`src/rtl/serial_result_tx_pkg.sv`:
```
// -----------------------------------------------------------------------------
// serial_pkg
// Shared definitions for the bit-serial result transmitter:
//   - UNLOAD opcode and the bit positions of the fields in the 32-bit mode word
//   - transmitter FSM state encoding
//   - PARITY_EN, set when SERIAL_TX_PARITY_EN is defined: each word is then
//     followed by one even-parity bit
// No ports (package).
// -----------------------------------------------------------------------------
package serial_pkg;

  localparam logic [3:0] OP_UNLOAD = 4'h2;

  // mode word field positions
  localparam int OP_MSB   = 15;
  localparam int OP_LSB   = 12;
  localparam int DIR_BIT  = 11;
  localparam int CNT_MSB  = 10;
  localparam int CNT_LSB  = 4;
  localparam int ADDR_MSB = 3;
  localparam int ADDR_LSB = 0;

`ifdef SERIAL_TX_PARITY_EN
  localparam bit PARITY_EN = 1'b1;
`else
  localparam bit PARITY_EN = 1'b0;
`endif

  typedef enum logic [2:0] {
    IDLE  = 3'd0,
    FETCH = 3'd1,
    WAIT  = 3'd2,
    SHIFT = 3'd3,
    FIN   = 3'd4
  } tx_state_e;

endpackage

```
`src/rtl/serial_result_tx_if.sv`:
```
// -----------------------------------------------------------------------------
// serial_result_tx_if
// Bundles the transmitter's command, result-memory read port and serial output.
//   enable    : global run enable          mode      : 32-bit command word
//   rd_en     : memory read strobe         rd_addr   : memory read address
//   rd_data   : memory data (1-cycle lat.) out_data  : serial output bit
//   out_valid : out_data is payload        out_first : first bit of a word
//   busy      : transfer in progress       done      : completion pulse
// master = transmitter side, slave = host/memory side.
// -----------------------------------------------------------------------------
interface serial_result_tx_if #(
  parameter int WORD_W = 8,
  parameter int ADDR_W = 4
);
  logic              enable;
  logic [31:0]       mode;
  logic              rd_en;
  logic [ADDR_W-1:0] rd_addr;
  logic [WORD_W-1:0] rd_data;
  logic              out_data;
  logic              out_valid;
  logic              out_first;
  logic              busy;
  logic              done;

  modport master (
    input  enable, mode, rd_data,
    output rd_en, rd_addr, out_data, out_valid, out_first, busy, done
  );

  modport slave (
    output enable, mode, rd_data,
    input  rd_en, rd_addr, out_data, out_valid, out_first, busy, done
  );
endinterface

```
`src/rtl/serial_result_tx_shifter.sv`:
```
// -----------------------------------------------------------------------------
// serial_tx_shifter
// Word shift register, frame bit counter and even-parity generator for the
// serial result transmitter. When SERIAL_TX_PARITY_EN is defined a frame is
// WORD_W data bits plus one parity bit, otherwise WORD_W data bits.
// Ports:
//   clk, reset  : clock, synchronous active-high reset
//   load        : capture word_in; its first bit is shown next cycle
//   step        : advance to the next bit of the current frame
//   msb_first   : shift direction for the word being sent
//   word_in     : word to load
//   bit_out     : registered current bit
//   first_out   : registered flag, current bit is bit 0 of the frame
//   frame_last  : current bit is the last bit of the frame
//   pf_hit      : the bit shown next cycle sits at the prefetch position
// -----------------------------------------------------------------------------
module serial_tx_shifter
  import serial_pkg::*;
#(
  parameter int WORD_W = 8
) (
  input  logic              clk,
  input  logic              reset,
  input  logic              load,
  input  logic              step,
  input  logic              msb_first,
  input  logic [WORD_W-1:0] word_in,
  output logic              bit_out,
  output logic              first_out,
  output logic              frame_last,
  output logic              pf_hit
);

  localparam int FRAME_W = PARITY_EN ? WORD_W + 1 : WORD_W;
  // read for the next word goes out two bits before the frame ends, so its
  // data is ready exactly when the frame wraps
  localparam int PF_POS  = FRAME_W - 2;
  localparam int POS_W   = $clog2(FRAME_W);

  logic [WORD_W-1:0] sreg_r;
  logic [POS_W-1:0]  pos_r;
  logic              par_r;
  logic              bit_r;
  logic              first_r;

  function automatic logic even_parity(input logic [WORD_W-1:0] w);
    even_parity = ^w;
  endfunction

  function automatic logic head_bit(input logic [WORD_W-1:0] w, input logic msb);
    head_bit = msb ? w[WORD_W-1] : w[0];
  endfunction

  function automatic logic [WORD_W-1:0] shift_word(input logic [WORD_W-1:0] w,
                                                  input logic msb);
    shift_word = msb ? {w[WORD_W-2:0], 1'b0} : {1'b0, w[WORD_W-1:1]};
  endfunction

  // frame position decode: last bit and prefetch position of the next cycle
  always_comb begin
    frame_last = (pos_r == POS_W'(FRAME_W - 1));
    pf_hit     = 1'b0;
    if (load) begin
      pf_hit = (PF_POS == 0);
    end else if (step) begin
      pf_hit = (PF_POS > 0) && (pos_r == POS_W'(PF_POS - 1));
    end else begin
      pf_hit = 1'b0;
    end
  end

  // shift register, bit counter and parity capture
  always_ff @(posedge clk) begin
    if (reset) begin
      sreg_r  <= '0;
      pos_r   <= '0;
      par_r   <= 1'b0;
      bit_r   <= 1'b0;
      first_r <= 1'b0;
    end else if (load) begin
      sreg_r  <= shift_word(word_in, msb_first);
      bit_r   <= head_bit(word_in, msb_first);
      pos_r   <= '0;
      first_r <= 1'b1;
      par_r   <= even_parity(word_in);
    end else if (step) begin
      pos_r   <= pos_r + POS_W'(1);
      first_r <= 1'b0;
      // after the last data bit the parity bit goes out (parity builds only)
      if (PARITY_EN && (pos_r == POS_W'(WORD_W - 1))) begin
        bit_r <= par_r;
      end else begin
        bit_r  <= head_bit(sreg_r, msb_first);
        sreg_r <= shift_word(sreg_r, msb_first);
      end
    end else begin
      sreg_r  <= sreg_r;
      pos_r   <= pos_r;
      par_r   <= par_r;
      bit_r   <= bit_r;
      first_r <= first_r;
    end
  end

  assign bit_out   = bit_r;
  assign first_out = first_r;

endmodule

```
`src/rtl/serial_result_tx.sv`:
```
// -----------------------------------------------------------------------------
// serial_result_tx
// Streams result words from the result memory to the host, one bit per cycle.
// An UNLOAD command (rising into opcode UNLOAD while enabled and idle) reads
// N words starting at the given address (wrapping modulo DEPTH) and shifts
// them out MSB- or LSB-first. Build option SERIAL_TX_PARITY_EN appends one
// even-parity bit to each word.
// Ports:
//   clk   : clock, rising edge
//   reset : synchronous active-high reset, clears every output
//   bus   : serial_result_tx_if.master (enable, mode, rd_en, rd_addr,
//           rd_data, out_data, out_valid, out_first, busy, done)
// -----------------------------------------------------------------------------
module serial_result_tx
  import serial_pkg::*;
#(
  parameter int WORD_W = 8,
  parameter int DEPTH  = 16,
  parameter int ADDR_W = $clog2(DEPTH)
) (
  input  logic          clk,
  input  logic          reset,
  serial_result_tx_if.master bus
);

  tx_state_e         state_r;
  tx_state_e         next_state_s;
  logic [3:0]        prev_op_r;
  logic [6:0]        cnt_r;       // words left including the one on the wire
  logic              zero_r;      // current command had N = 0
  logic              msb_r;
  logic              rd_en_r;
  logic [ADDR_W-1:0] rd_addr_r;
  logic              rd_pend_r;   // memory data is valid this cycle
  logic [WORD_W-1:0] hold_r;
  logic              out_valid_r;
  logic              busy_r;
  logic              done_r;

  logic [3:0]        op_s;
  logic [6:0]        n_s;
  logic              msb_s;
  logic [ADDR_W-1:0] start_s;
  logic              accept_s;
  logic              load_s;
  logic              step_s;
  logic              last_s;
  logic [6:0]        cnt_cur_s;
  logic              pf_issue_s;
  logic [ADDR_W-1:0] addr_inc_s;
  logic              zero_next_s;
  logic              busy_next_s;
  logic              done_next_s;
  logic [WORD_W-1:0] word_in_s;
  logic              bit_s;
  logic              first_s;
  logic              frame_last_s;
  logic              pf_hit_s;
  logic              unused_mode_s;

  assign op_s          = bus.mode[OP_MSB:OP_LSB];
  assign n_s           = bus.mode[CNT_MSB:CNT_LSB];
  assign msb_s         = bus.mode[DIR_BIT];
  assign start_s       = ADDR_W'(bus.mode[ADDR_MSB:ADDR_LSB]);
  assign unused_mode_s = ^bus.mode[31:16];

  assign accept_s = (state_r == IDLE) && bus.enable && (op_s == OP_UNLOAD) &&
                    (prev_op_r != OP_UNLOAD);

  // next-state and per-cycle shifter control; enable low freezes everything
  always_comb begin
    next_state_s = state_r;
    load_s       = 1'b0;
    step_s       = 1'b0;
    last_s       = 1'b0;
    if (bus.enable) begin
      case (state_r)
        IDLE: begin
          if (accept_s) begin
            if (n_s == 7'd0) begin
              next_state_s = FIN;
            end else begin
              next_state_s = FETCH;
            end
          end else begin
            next_state_s = IDLE;
          end
        end
        FETCH: next_state_s = WAIT;
        WAIT: begin
          next_state_s = SHIFT;
          load_s       = 1'b1;
        end
        SHIFT: begin
          if (frame_last_s) begin
            if (cnt_r > 7'd1) begin
              load_s       = 1'b1;
              next_state_s = SHIFT;
            end else begin
              last_s       = 1'b1;
              next_state_s = FIN;
            end
          end else begin
            step_s       = 1'b1;
            next_state_s = SHIFT;
          end
        end
        FIN:     next_state_s = IDLE;
        default: next_state_s = IDLE;
      endcase
    end else begin
      next_state_s = state_r;
    end
  end

  // prefetch decision, address wrap and status flags for the next cycle
  always_comb begin
    if ((state_r == SHIFT) && load_s) begin
      cnt_cur_s = cnt_r - 7'd1;
    end else begin
      cnt_cur_s = cnt_r;
    end
    pf_issue_s = pf_hit_s && (cnt_cur_s > 7'd1);

    if (rd_addr_r == ADDR_W'(DEPTH - 1)) begin
      addr_inc_s = '0;
    end else begin
      addr_inc_s = rd_addr_r + ADDR_W'(1);
    end

    if (accept_s) begin
      zero_next_s = (n_s == 7'd0);
    end else begin
      zero_next_s = zero_r;
    end

    case (next_state_s)
      FETCH, WAIT, SHIFT: busy_next_s = 1'b1;
      FIN:                busy_next_s = zero_next_s;  // N=0 is busy in FIN
      default:            busy_next_s = 1'b0;
    endcase

    done_next_s = last_s || ((state_r == FIN) && zero_r && bus.enable);

    // a read that landed during a frozen cycle lives in hold_r
    if (rd_pend_r) begin
      word_in_s = bus.rd_data;
    end else begin
      word_in_s = hold_r;
    end
  end

  // state, counters, read port and registered status outputs
  always_ff @(posedge clk) begin
    if (reset) begin
      state_r     <= IDLE;
      prev_op_r   <= OP_UNLOAD;  // a command held through reset must not start
      cnt_r       <= 7'd0;
      zero_r      <= 1'b0;
      msb_r       <= 1'b0;
      rd_en_r     <= 1'b0;
      rd_addr_r   <= '0;
      rd_pend_r   <= 1'b0;
      hold_r      <= '0;
      out_valid_r <= 1'b0;
      busy_r      <= 1'b0;
      done_r      <= 1'b0;
    end else begin
      prev_op_r <= op_s;
      rd_pend_r <= rd_en_r & bus.enable;
      if (rd_pend_r) begin
        hold_r <= bus.rd_data;
      end
      if (bus.enable) begin
        state_r <= next_state_s;
        zero_r  <= zero_next_s;
        if (accept_s) begin
          cnt_r     <= n_s;
          msb_r     <= msb_s;
          rd_addr_r <= start_s;
          rd_en_r   <= (n_s != 7'd0);
        end else begin
          cnt_r   <= cnt_cur_s;
          rd_en_r <= pf_issue_s;
          if (pf_issue_s) begin
            rd_addr_r <= addr_inc_s;
          end
        end
        out_valid_r <= (next_state_s == SHIFT);
        busy_r      <= busy_next_s;
        done_r      <= done_next_s;
      end
    end
  end

  serial_tx_shifter #(
    .WORD_W (WORD_W)
  ) u_shifter (
    .clk        (clk),
    .reset      (reset),
    .load       (load_s),
    .step       (step_s),
    .msb_first  (msb_r),
    .word_in    (word_in_s),
    .bit_out    (bit_s),
    .first_out  (first_s),
    .frame_last (frame_last_s),
    .pf_hit     (pf_hit_s)
  );

  // frozen cycles carry no payload and issue no read
  assign bus.rd_en     = rd_en_r & bus.enable;
  assign bus.rd_addr   = rd_addr_r;
  assign bus.out_valid = out_valid_r & bus.enable;
  assign bus.out_data  = bit_s & bus.out_valid;
  assign bus.out_first = first_s & bus.out_valid;
  assign bus.busy      = busy_r;
  assign bus.done      = done_r & bus.enable;

endmodule

```
`src/flat_wrapper.sv`:
```
// flat-port wrapper written by rule: the top's interface ports become plain ports
module serial_result_tx_flat import serial_pkg::*;
#(
  parameter int WORD_W = 8,
  parameter int DEPTH  = 16,
  parameter int ADDR_W = $clog2(DEPTH)
)
  (clk, reset, bus_enable, bus_mode, bus_rd_data, bus_rd_en, bus_rd_addr, bus_out_data, bus_out_valid, bus_out_first, bus_busy, bus_done);
  serial_result_tx_if #(.WORD_W(WORD_W), .ADDR_W(ADDR_W)) bus_i ();
  input  logic clk;
  input  logic reset;
  input wire logic [$bits(bus_i.enable)-1:0] bus_enable;
  input wire logic [$bits(bus_i.mode)-1:0] bus_mode;
  input wire logic [$bits(bus_i.rd_data)-1:0] bus_rd_data;
  output wire logic [$bits(bus_i.rd_en)-1:0] bus_rd_en;
  output wire logic [$bits(bus_i.rd_addr)-1:0] bus_rd_addr;
  output wire logic [$bits(bus_i.out_data)-1:0] bus_out_data;
  output wire logic [$bits(bus_i.out_valid)-1:0] bus_out_valid;
  output wire logic [$bits(bus_i.out_first)-1:0] bus_out_first;
  output wire logic [$bits(bus_i.busy)-1:0] bus_busy;
  output wire logic [$bits(bus_i.done)-1:0] bus_done;
  assign bus_i.enable = bus_enable;
  assign bus_i.mode = bus_mode;
  assign bus_i.rd_data = bus_rd_data;
  assign bus_rd_en = bus_i.rd_en;
  assign bus_rd_addr = bus_i.rd_addr;
  assign bus_out_data = bus_i.out_data;
  assign bus_out_valid = bus_i.out_valid;
  assign bus_out_first = bus_i.out_first;
  assign bus_busy = bus_i.busy;
  assign bus_done = bus_i.done;
  serial_result_tx #(.WORD_W(WORD_W), .DEPTH(DEPTH), .ADDR_W(ADDR_W)) u_core (.clk(clk), .reset(reset), .bus(bus_i));
endmodule
```
`config.mk`:
```
export PLATFORM = sky130hd
export DESIGN_NAME = serial_result_tx_flat
export DESIGN_NICKNAME = d
export VERILOG_FILES = /design/src/rtl/serial_result_tx_pkg.sv /design/src/rtl/serial_result_tx_if.sv /design/src/rtl/serial_result_tx_shifter.sv /design/src/rtl/serial_result_tx.sv /design/src/flat_wrapper.sv
export SDC_FILE = /design/constraint.sdc
export NUM_CORES = 1
export LEC_CHECK = 0
export BUFFER_PORTS_ARGS = -buffer_cell sky130_fd_sc_hd__buf_4
export CORE_MARGIN = 2
export CORE_UTILIZATION = 54
export DETAILED_ROUTE_END_ITERATION = 7
export PLACE_DENSITY = 0.83
export SLEW_MARGIN = 30
export SYNTH_ARGS = -nofsm -noshare
export SYNTH_HDL_FRONTEND = slang
export SYNTH_SLANG_ARGS = --single-unit
```
`constraint.sdc`:
```
create_clock -name clk -period 3 [get_ports clk]
set_input_delay 0.6 -clock clk [delete_from_list [all_inputs] [get_ports clk]]
set_output_delay 0.6 -clock clk [all_outputs]
set_load 0.01 [all_outputs]
```
==> run summary, run 1 <==
Routed wire length per instance = 14.5 µm
Cell accounting for the most synthesized area = sky130_fd_sc_hd__dfxtp_1
Post-synthesis async set-or-reset flop share = 0
Detailed Routing Iterations Pass 1 = 4
Maximum clock skew at final layout = 0.00711 ns
Number of antenna violations at the first check in global routing = 0
Cell with the largest stage delay on the worst path = sky130_fd_sc_hd__mux4_2
Worst reg-to-reg setup slack = 0.51 ns
Count of endpoints failing setup in the final report = 0
Ordered cell list for the critical path = inv_1 -> ha_1 -> o21ba_2 -> o31ai_2 -> a21oi_2 -> mux4_2 -> nor2_1 -> nor3_1
Horizontal extent of the die = 70.6 µm
Synthesized netlist cell count = 274
Mean post-synth cell area = 8.75 µm²
Setup repair after global routing missed its margin = no
Placed instance count = 350
Maximum number of pins on one net before global-route repair = 47
Pwr dens = 396 nW/µm²
Gpl congestion = 0.821
Number of warnings printed during yosys synthesis = 0
Layout cell share with drive strength beyond 1 = 0.232
Delay contributed by the slowest stage of the critical path = 0.57 ns
Number of buffers inserted during clock tree synthesis = 5
DRT Wirelength = 5.19 mm
Layout Area Growth over Synthesis = 16.7%
Final Hold Violating Endpoints = 0
Vertical extent of the die = 70.6 µm
MaxCap Viol Count = 0
Total power after layout = 1.11 mW
Nets@finish = 354
Clock sinks = 46
Cell Rows = 24
Post-route clock period utilization = 0.829
Maximum frequency from static timing analysis = 0.402 GHz
Tightest hold margin = 0.477 ns
Dominant synthesized flop cell = sky130_fd_sc_hd__dfxtp_1
Class of the most critical setup path = register to register
Post-synth EDFFs = 0
Post-CTS setup buffer count = 0
Number of routed nets with antenna violations = 0
Synthesized-area fraction occupied by ao, oa, aoi and oai cells = 0.167
Violation count after the first detailed-route iteration = 108
Starting utilization of the core area = 0.554
Share of Yosys cell area claimed by the top area cell type = 0.384
Fraction of synthesized cell area in xor and xnor cells = 0.00731
Critical path peak fanout = 8
Cell types occupying the most area after synthesis = sky130_fd_sc_hd__dfxtp_1 38%, sky130_fd_sc_hd__nor2_1 5.8%, sky130_fd_sc_hd__mux2i_1 4.6%, sky130_fd_sc_hd__a21oi_1 4.2%, sky130_fd_sc_hd__mux2_2 3.8%
Clock-pin slew on the worst setup and hold paths = 0.09 ns
Delay-heaviest family, CP = compound AO/OA/AOI/OAI gates
Critical Path Source Type = register
Filler-free cell count of the finished design = 358
Maximum level of the CTS H-tree = 2
Count of buffers from port buffering = 36
Num ports = 53
Cell at the root of the clock tree = sky130_fd_sc_hd__clkbuf_8
Buffers plus inverters on the worst setup path = 1
CTS max path bufs = 2
Final critical delay including setup and external delays = 2.49 ns
Total die area = 4990 µm²
Global-route wire length before repair = 8.71 mm
Global route overflow = 0
Number of buffers inserted by hold repair at cts = 0
Number of remaining DRC errors = 0
Worst path required time = 3.17 ns
Crit end category = register
HPWL reported at the end of detailed placement = 3.66 mm
Pins over their slew limit = 0
Detailed-route via count = 2126
Vias per Instance = 5.94
Share of cell area taken by muxes after synthesis = 0.121
Simple-gate share of the synthesized area = 0.250
Library cells used by synthesis = 52
Worst-Skew Late Latency = 0.30 ns
Slew @ Worst Pin = 0.686 ns
Core area = 4320 µm²
Number of synthesized register bits = 46
Setup_tns = 0 ns
Worst path arrival time = 2.66 ns
Adder and majority cell fraction of the synthesized area = 0.0313
Total of cells resized after clock tree synthesis = 0
Leak = 1.05 nW
Post-Synthesis Cell Area = 2400 µm²
Combinational family with the most area after synthesis = simple AND/OR/NAND/NOR gates
Global routing usage summed across all routing layers = 0.213
Synthesized Nets = 323
Max-Slew Margin vs Limit = 0.538
Result of the run = completed
Type of the worst min-delay path = register to register
Vias in the first global route = 1961
Antenna diode count = 0
Worst ir drop on vdd = 0.197 mV
Share of the yosys chip area belonging to registers = 0.384
CTS tree = built
synth_stat cells, types with 2 or more instances:
| master | number |
|---|---|
| sky130_fd_sc_hd__dfxtp_1 | 46 |
| sky130_fd_sc_hd__nor2_1 | 37 |
| sky130_fd_sc_hd__a21oi_1 | 20 |
| sky130_fd_sc_hd__nand2_1 | 20 |
| sky130_fd_sc_hd__clkbuf_1 | 14 |
| sky130_fd_sc_hd__mux2i_1 | 11 |
| sky130_fd_sc_hd__nor2b_1 | 11 |
| sky130_fd_sc_hd__nor3_1 | 10 |
| sky130_fd_sc_hd__mux2_2 | 8 |
| sky130_fd_sc_hd__o21ai_0 | 8 |
| sky130_fd_sc_hd__inv_1 | 7 |
| sky130_fd_sc_hd__nand3_1 | 7 |
| sky130_fd_sc_hd__ha_1 | 6 |
| sky130_fd_sc_hd__a211oi_1 | 5 |
| sky130_fd_sc_hd__and2_1 | 4 |
| sky130_fd_sc_hd__and3_1 | 4 |
| sky130_fd_sc_hd__mux4_2 | 4 |
| sky130_fd_sc_hd__nor4_1 | 4 |
| sky130_fd_sc_hd__or4_1 | 4 |
| sky130_fd_sc_hd__a2111oi_0 | 3 |
| sky130_fd_sc_hd__a31oi_1 | 3 |
| sky130_fd_sc_hd__a32oi_1 | 2 |
| sky130_fd_sc_hd__buf_2 | 2 |
| sky130_fd_sc_hd__nand4_1 | 2 |
| sky130_fd_sc_hd__o311ai_0 | 2 |
| sky130_fd_sc_hd__or2_2 | 2 |
| sky130_fd_sc_hd__or3_1 | 2 |
| sky130_fd_sc_hd__xnor2_1 | 2 |
where the power goes:
group | switching (mW) | total [mW] | internal (mW) | leakage [nW]
Sequential | 0.00704 | 0.625 | 0.618 | 0.372
Combinational | 0.0375 | 0.0789 | 0.0413 | 0.635
Clock | 0.218 | 0.403 | 0.186 | 0.0472
final timing paths:
path                        start                         end  depth (start not counted)
setup / recovery  u_core.cnt_r[1]  u_core.u_shifter.sreg_r[2]                          8
hold / removal     u_core.rd_en_r              u_core.rd_en_r                          2
setup reg to reg  u_core.cnt_r[1]  u_core.u_shifter.sreg_r[2]                          8
hold reg to reg    u_core.rd_en_r              u_core.rd_en_r                          2
stage by stage:
stage | utilization | area, µm² | setup slack (ns)
final | 0.647 | 2800 | 0.514
after CTS | 0.647 | 2800 | 0.510
after global routing | 0.647 | 2800 | 0.355
after global placement | 0.625 | 2700 | 0.508
after floorplan | - | 2400 | 0.807
after detailed placement | 0.625 | 2700 | 0.457
tightest hold or removal path: cells and delay by family (launching register included):
| kind | cells | cell delay [ns] |
|---|---|---|
| flops | 1 | 0.32 |
| simple gates | 1 | 0.06 |
| compound gates | 1 | 0.05 |
cell usage in the layout, fill, tap and decap left out, types with 4 or more instances in the layout:
cell type | synthesis | routed
sky130_fd_sc_hd__dfxtp_1 | 46 | 46
sky130_fd_sc_hd__buf_4 | 0 | 41
sky130_fd_sc_hd__nor2_1 | 37 | 37
sky130_fd_sc_hd__nand2_1 | 20 | 20
sky130_fd_sc_hd__a21oi_1 | 20 | 20
sky130_fd_sc_hd__nor2b_1 | 11 | 11
sky130_fd_sc_hd__mux2i_1 | 11 | 11
sky130_fd_sc_hd__nor3_1 | 10 | 10
sky130_fd_sc_hd__mux2_2 | 8 | 8
sky130_fd_sc_hd__o21ai_0 | 8 | 8
sky130_fd_sc_hd__inv_1 | 7 | 7
sky130_fd_sc_hd__nand3_1 | 7 | 7
sky130_fd_sc_hd__ha_1 | 6 | 6
sky130_fd_sc_hd__clkbuf_8 | 0 | 6
sky130_fd_sc_hd__a211oi_1 | 5 | 5
sky130_fd_sc_hd__and2_1 | 4 | 4
sky130_fd_sc_hd__and3_1 | 4 | 4
sky130_fd_sc_hd__nor4_1 | 4 | 4
sky130_fd_sc_hd__or4_1 | 4 | 4
sky130_fd_sc_hd__mux4_2 | 4 | 4
flip-flops by register name, indices dropped and copies added (netlist names):
name and cells:
u_core.rd_pend_r 1, u_core.u_shifter.bit_out 1, u_core.zero_r 1, u_core.u_shifter.pos_r 3, u_core.msb_r 1, u_core.bus.rd_addr 4, u_core.done_r 1, u_core.state_r 3
u_core.hold_r 8, u_core.bus.busy 1, u_core.cnt_r 7, u_core.rd_en_r 1, u_core.u_shifter.sreg_r 8, u_core.u_shifter.first_out 1, u_core.out_valid_r 1, u_core.prev_op_r 4
final cells by class:
type	instances	area [µm²]
Sequential cell	46	921
Clock buffer	6	82.6
Multi-Input combinational cell	204	1380
Inverter	7	26.3
Clock inverter	2	12.5
Timing Repair Buffer	41	308
Tap cell	52	65.1
Fill cell	370	1530
routing by layer:
| metal | share of wire | track usage | wire length (µm) |
|---|---|---|---|
| met5 | 0 | 0 | 0 |
| met3 | 0.050 | 0.0470 | 259 |
| met2 | 0.48 | 0.357 | 2490 |
| met4 | 0.022 | 0.0860 | 112 |
| met1 | 0.45 | 0.267 | 2330 |
logic make-up (layout without fill, tap and decap cells):
logic type	count (synthesis)	in the layout
compound gates	56	56
mux	23	23
flops	46	46
fa+ha+maj	6	6
xor+xnor	2	2
buf+inv	24	56
simple gates	117	117
Power figures use the tool's default switching activity.
==> inputs of run 2 (changes only) <==
- clock period: 3 -> 2.34 ns (I/O delays scaled with it)
==> run 2 against run 1 <==
  * Clock skew increased by 0.0037 ns
  * Power up 27%
  * Highest routed layer unchanged
  * Clock power increased by 25%
  * Design area is 5.0% higher
  * Die area is the same
  * Core utilization up 3.2 points
  * Combinational power rose by 37%
  * Critical path depth fell by 1
  * Maximum frequency grew 8.7%
==> run summary, run 2 (synthesis results as in run 1) <==
Result of the run = completed
Worst path arrival time = 2.52 ns
Clock-pin slew on the worst setup and hold paths = 0.09 ns
Sw frac = 0.250
HPWL reported at the end of detailed placement = 3.77 mm
Class of the most critical setup path = register to register
Worst-Skew Late Latency = 0.31 ns
Max-Slew Margin vs Limit = 0.602
Global routing usage summed across all routing layers = 0.219
Most frequent standard cell in the layout excluding fill and tap cells = sky130_fd_sc_hd__buf_4
Nets@finish = 371
Number of buffers inserted by hold repair at cts = 0
Highest-count cells in the layout ignoring fill and taps = 58 x sky130_fd_sc_hd__buf_4, 45 x sky130_fd_sc_hd__dfxtp_1, 37 x sky130_fd_sc_hd__nor2_1
Maximum level of the CTS H-tree = 2
Antenna diode count = 0
DRT Wirelength = 5.36 mm
Final Hold Violating Endpoints = 0
Cell at the root of the clock tree = sky130_fd_sc_hd__clkbuf_8
Count of endpoints failing setup in the final report = 0
Reg-to-reg startpoint = u_core.cnt_r[5]
Timing startpoint of the critical path = u_core.cnt_r[5]
HP Start = bus_mode[13]
Clock sinks = 46
Number of antenna violations at the first check in global routing = 0
Layout cell share with drive strength beyond 1 = 0.279
Global-route wire length before repair = 8.95 mm
Routed wire length per instance = 14.3 µm
MaxCap Viol Count = 0
Worst path required time = 2.57 ns
Global route overflow = 0
Total die area = 4990 µm²
Maximum number of pins on one net before global-route repair = 47
Violation count after the first detailed-route iteration = 142
Switching power total = 0.352 mW
Worst ir drop on vdd = 0.283 mV
Total power after layout = 1.41 mW
Layout Area Growth over Synthesis = 22.5%
Starting utilization of the core area = 0.554
Detailed Routing Iterations Pass 1 = 4
Horizontal extent of the die = 70.6 µm
Gpl congestion = 0.818
Type of the worst min-delay path = input port to register
CTS tree = built
Post-route clock period utilization = 0.977
Detailed-route via count = 2187
Crit end category = register
Pins over their slew limit = 0
Critical path peak fanout = 4
Number of remaining DRC errors = 0
Pwr dens = 480 nW/µm²
Power Internal = 1.06 mW
Number of routed nets with antenna violations = 0
Maximum clock skew at final layout = 0.0108 ns
Maximum frequency from static timing analysis = 0.437 GHz
Core area = 4320 µm²
Post-Place Worst Slack = 0.0572 ns
Vias per Instance = 5.83
Sequential Power Share = 0.567
Critical Path Source Type = register
Placed instance count = 366
Vertical extent of the die = 70.6 µm
Final WS setup = 0.0533 ns
CTS max path bufs = 2
Final critical delay including setup and external delays = 2.29 ns
Filler-free cell count of the finished design = 375
Clock network fraction of total power = 0.357
Final Util = 0.679
Leak = 1.13 nW
Cell Rows = 24
Num ports = 53
Vias in the first global route = 2040
Slew @ Worst Pin = 0.597 ns
Registers with the highest flip-flop counts = u_core.hold_r: 8 flops, u_core.u_shifter.sreg_r: 8 flops, u_core.cnt_r: 7 flops
Count of buffers from port buffering = 36
Number of buffers inserted during clock tree synthesis = 5
Tightest hold margin = 0.358 ns
Comb pwr share = 0.076
[run 2: per-stage QoR]
stage / cell area, µm² / setup TNS, ns
global placement: 2820 / 0
floorplan: 2400 / 0
detailed placement: 2820 / 0
global route: 2940 / -0.0141
finish: 2940 / 0
CTS: 2910 / 0
[run 2: routing by layer]
| metal | GRT usage | share of wire | wire length, µm |
|---|---|---|---|
| met4 | 0.0860 | 0.015 | 80 |
| met1 | 0.279 | 0.45 | 2410 |
| met2 | 0.371 | 0.48 | 2580 |
| met3 | 0.0399 | 0.055 | 294 |
| met5 | 0 | 0 | 0 |
[run 2: power groups by stage]
stage / clock, mW / combinational (mW) / sequential [mW]
after floorplan: 0 / 0.0516 / 0.817
after global placement: 0 / 0.103 / 0.818
after detailed placement: 0 / 0.106 / 0.818
after CTS: 0.510 / 0.107 / 0.800
after global routing: 0.532 / 0.118 / 0.802
final: 0.503 / 0.108 / 0.800
[run 2: final cells by class]
type / count / area, µm²
Multi-Input combinational cell: 204 / 1400
Fill cell: 372 / 1390
Sequential cell: 46 / 922
Timing Repair Buffer: 58 / 435
Clock buffer: 5 / 68.8
Tap cell: 52 / 65.1
Inverter: 7 / 26.3
Clock inverter: 3 / 21.3
[run 2: worst max-delay path, cell delays in order (launching register included)]
cell                       delay, ns
sky130_fd_sc_hd__dfxtp_1        0.35
sky130_fd_sc_hd__or3_4          0.42
sky130_fd_sc_hd__o311ai_4       0.32
sky130_fd_sc_hd__mux2i_2        0.38
sky130_fd_sc_hd__buf_4          0.18
sky130_fd_sc_hd__nand4_1        0.13
sky130_fd_sc_hd__mux2_2         0.33
sky130_fd_sc_hd__a31oi_1        0.12
[run 2: timing repair]
item                                   CTS  global route
setup endpoints to repair                0             3
gates resized for setup                  0             3
endpoints found under the hold margin    0             0
buffers inserted                         0             1
[run 2: worst paths after layout]
kind / end / slack, ns / depth (start not counted)
worst max-delay path: u_core.bus.rd_addr[0] / 0.05 / 7
worst min-delay path: u_core.prev_op_r[1] / 0.36 / 2
worst max register to register: u_core.bus.rd_addr[0] / 0.05 / 7
worst min register to register: u_core.bus.busy / 0.47 / 2
==> inputs of run 3 (changes only) <==
- PLACE_DENSITY: 0.83 -> 0.78
- clock period: 2.34 -> 2.6 ns (I/O delays scaled with it)
==> run 3 against run 2 <==
  * Clock power up 8.0%
  * Hold slack better by 0.052 ns
  * Critical endpoint is now u_core.bus.rd_addr[2]
  * Largest cell class unchanged
  * Largest power group unchanged
  * Combinational power down 16%
  * Die area unchanged
  * Setup slack better by 0.12 ns
==> run summary, run 3 (synthesis results as in run 1) <==
Setup repair after global routing missed its margin = no
Maximum frequency from static timing analysis = 0.412 GHz
Global route overflow = 0
Pwr dens = 476 nW/µm²
DRT Wirelength = 5.08 mm
WHS Path Cells = 2
Number of remaining DRC errors = 0
Gpl congestion = 0.771
Vias per Instance = 5.81
Routed wire length per instance = 14.1 µm
Global-route met3 utilization = 0.0513
Antenna diode count = 0
GR met2 Demand/Resource = 0.348
Num ports = 53
Vias in the first global route = 1885
Maximum number of pins on one net before global-route repair = 47
Layout cell share with drive strength beyond 1 = 0.237
Starting utilization of the core area = 0.554
Core area = 4320 µm²
Critical path peak fanout = 7
Vertical extent of the die = 70.6 µm
Type of the worst min-delay path = input port to register
Result of the run = completed
Post-route clock period utilization = 0.933
Total power after layout = 1.35 mW
Cell at the root of the clock tree = sky130_fd_sc_hd__clkbuf_8
Class of the most critical setup path = register to register
Crit end category = register
Detailed Routing Iterations Pass 1 = 4
Worst path arrival time = 2.62 ns
Global-route wire length before repair = 8.42 mm
Worst ir drop on vdd = 0.313 mV
Count of endpoints failing setup in the final report = 0
Most frequent standard cell in the layout excluding fill and tap cells = sky130_fd_sc_hd__dfxtp_1
Slew @ Worst Pin = 0.620 ns
Violation count after the first detailed-route iteration = 93
MaxCap Viol Count = 0
CTS max path bufs = 2
Total die area = 4990 µm²
Worst R2R Path Depth = 6
Maximum clock skew at final layout = 0.00609 ns
Number of buffers inserted during clock tree synthesis = 5
Detailed-route via count = 2090
Max-Slew Margin vs Limit = 0.586
Clock-pin slew on the worst setup and hold paths = 0.09 ns
Maximum level of the CTS H-tree = 2
Cell Rows = 24
Number of fill cells in the layout = 399
Setup_tns = 0 ns
Global routing usage summed across all routing layers = 0.208
Critical Path Source Type = register
Placed inst area = 2730 µm²
Post-CTS setup buffer count = 0
Placed instance count = 352
Summed area of non-filler cells in the final layout = 2840 µm²
Filler-free cell count of the finished design = 360
CTS tree = built
Layout Area Growth over Synthesis = 18.6%
Highest-count cells in the layout ignoring fill and taps = 46 x sky130_fd_sc_hd__dfxtp_1, 42 x sky130_fd_sc_hd__buf_4, 37 x sky130_fd_sc_hd__nor2_1
Worst-Skew Late Latency = 0.30 ns
Count of buffers from port buffering = 36
Worst path required time = 2.80 ns
Total of cells resized after clock tree synthesis = 0
Met1 Resource Use GR = 0.271
Final Hold Violating Endpoints = 0
Pins over their slew limit = 0
Clock sinks = 46
Number of antenna violations at the first check in global routing = 0
Nets@finish = 356
Leak = 1.07 nW
Most used routing layer in global routing = met2
Horizontal extent of the die = 70.6 µm
Final critical delay including setup and external delays = 2.43 ns
Registers with the highest flip-flop counts = u_core.hold_r: 8 flops, u_core.u_shifter.sreg_r: 8 flops, u_core.cnt_r: 7 flops
HPWL reported at the end of detailed placement = 3.61 mm
Number of buffers inserted by hold repair at cts = 0
Number of routed nets with antenna violations = 0
## run 3: cell count changes in the layout (fill, tap and decap cells not counted), sizes merged
cell and delta:
clkinvlp +1, clkinv -2, bufinv +1, buf -15
## run 3: routing by layer
metal	share of wire	wire length [µm]
met5	0	0
met3	0.046	233
met2	0.47	2410
met1	0.47	2370
met4	0.011	57
## run 3: area by class of cell
class	instances	area, µm²	area share
Timing Repair Buffer	43	335	0.118
Clock inverter	3	45.0	0.0158
Tap cell	52	65.1	0.0229
Sequential cell	46	921	0.324
Clock buffer	5	68.8	0.0242
Multi-Input combinational cell	204	1380	0.486
Inverter	7	26.3	0.00924
## run 3: per-stage QoR
step | setup slack, ns | util | hold slack, ns
6_report | 0.173 | 0.658 | 0.410
4_1_cts | 0.193 | 0.658 | 0.407
5_1_grt | 0.0345 | 0.658 | 0.397
3_5_place_dp | 0.214 | 0.631 | 0.457
2_1_floorplan | 0.407 | - | 0.435
3_3_place_gp | 0.174 | 0.631 | 0.453
## run 3: path summary, 6_finish.rpt
path | endpoint | start | slack, ns
min reg2reg | u_core.bus.busy | u_core.bus.busy | 0.47
min | u_core.prev_op_r[1] | bus_mode[13] | 0.41
max reg2reg | u_core.bus.rd_addr[2] | u_core.cnt_r[2] | 0.17
max | u_core.bus.rd_addr[2] | u_core.cnt_r[2] | 0.17
## run 3: critical path, cell delays in order (launching register included)
cell	delay, ns
sky130_fd_sc_hd__dfxtp_1	0.36
sky130_fd_sc_hd__or2_0	0.40
sky130_fd_sc_hd__o311ai_4	0.44
sky130_fd_sc_hd__mux2i_1	0.33
sky130_fd_sc_hd__a41oi_2	0.26
sky130_fd_sc_hd__and3_1	0.26
sky130_fd_sc_hd__o31a_1	0.26
## run 3: report_power, final
group | switching [mW] | total, mW | internal (mW)
Clock | 0.257 | 0.543 | 0.286
Combinational | 0.0428 | 0.0905 | 0.0477
Sequential | 0.00825 | 0.721 | 0.713
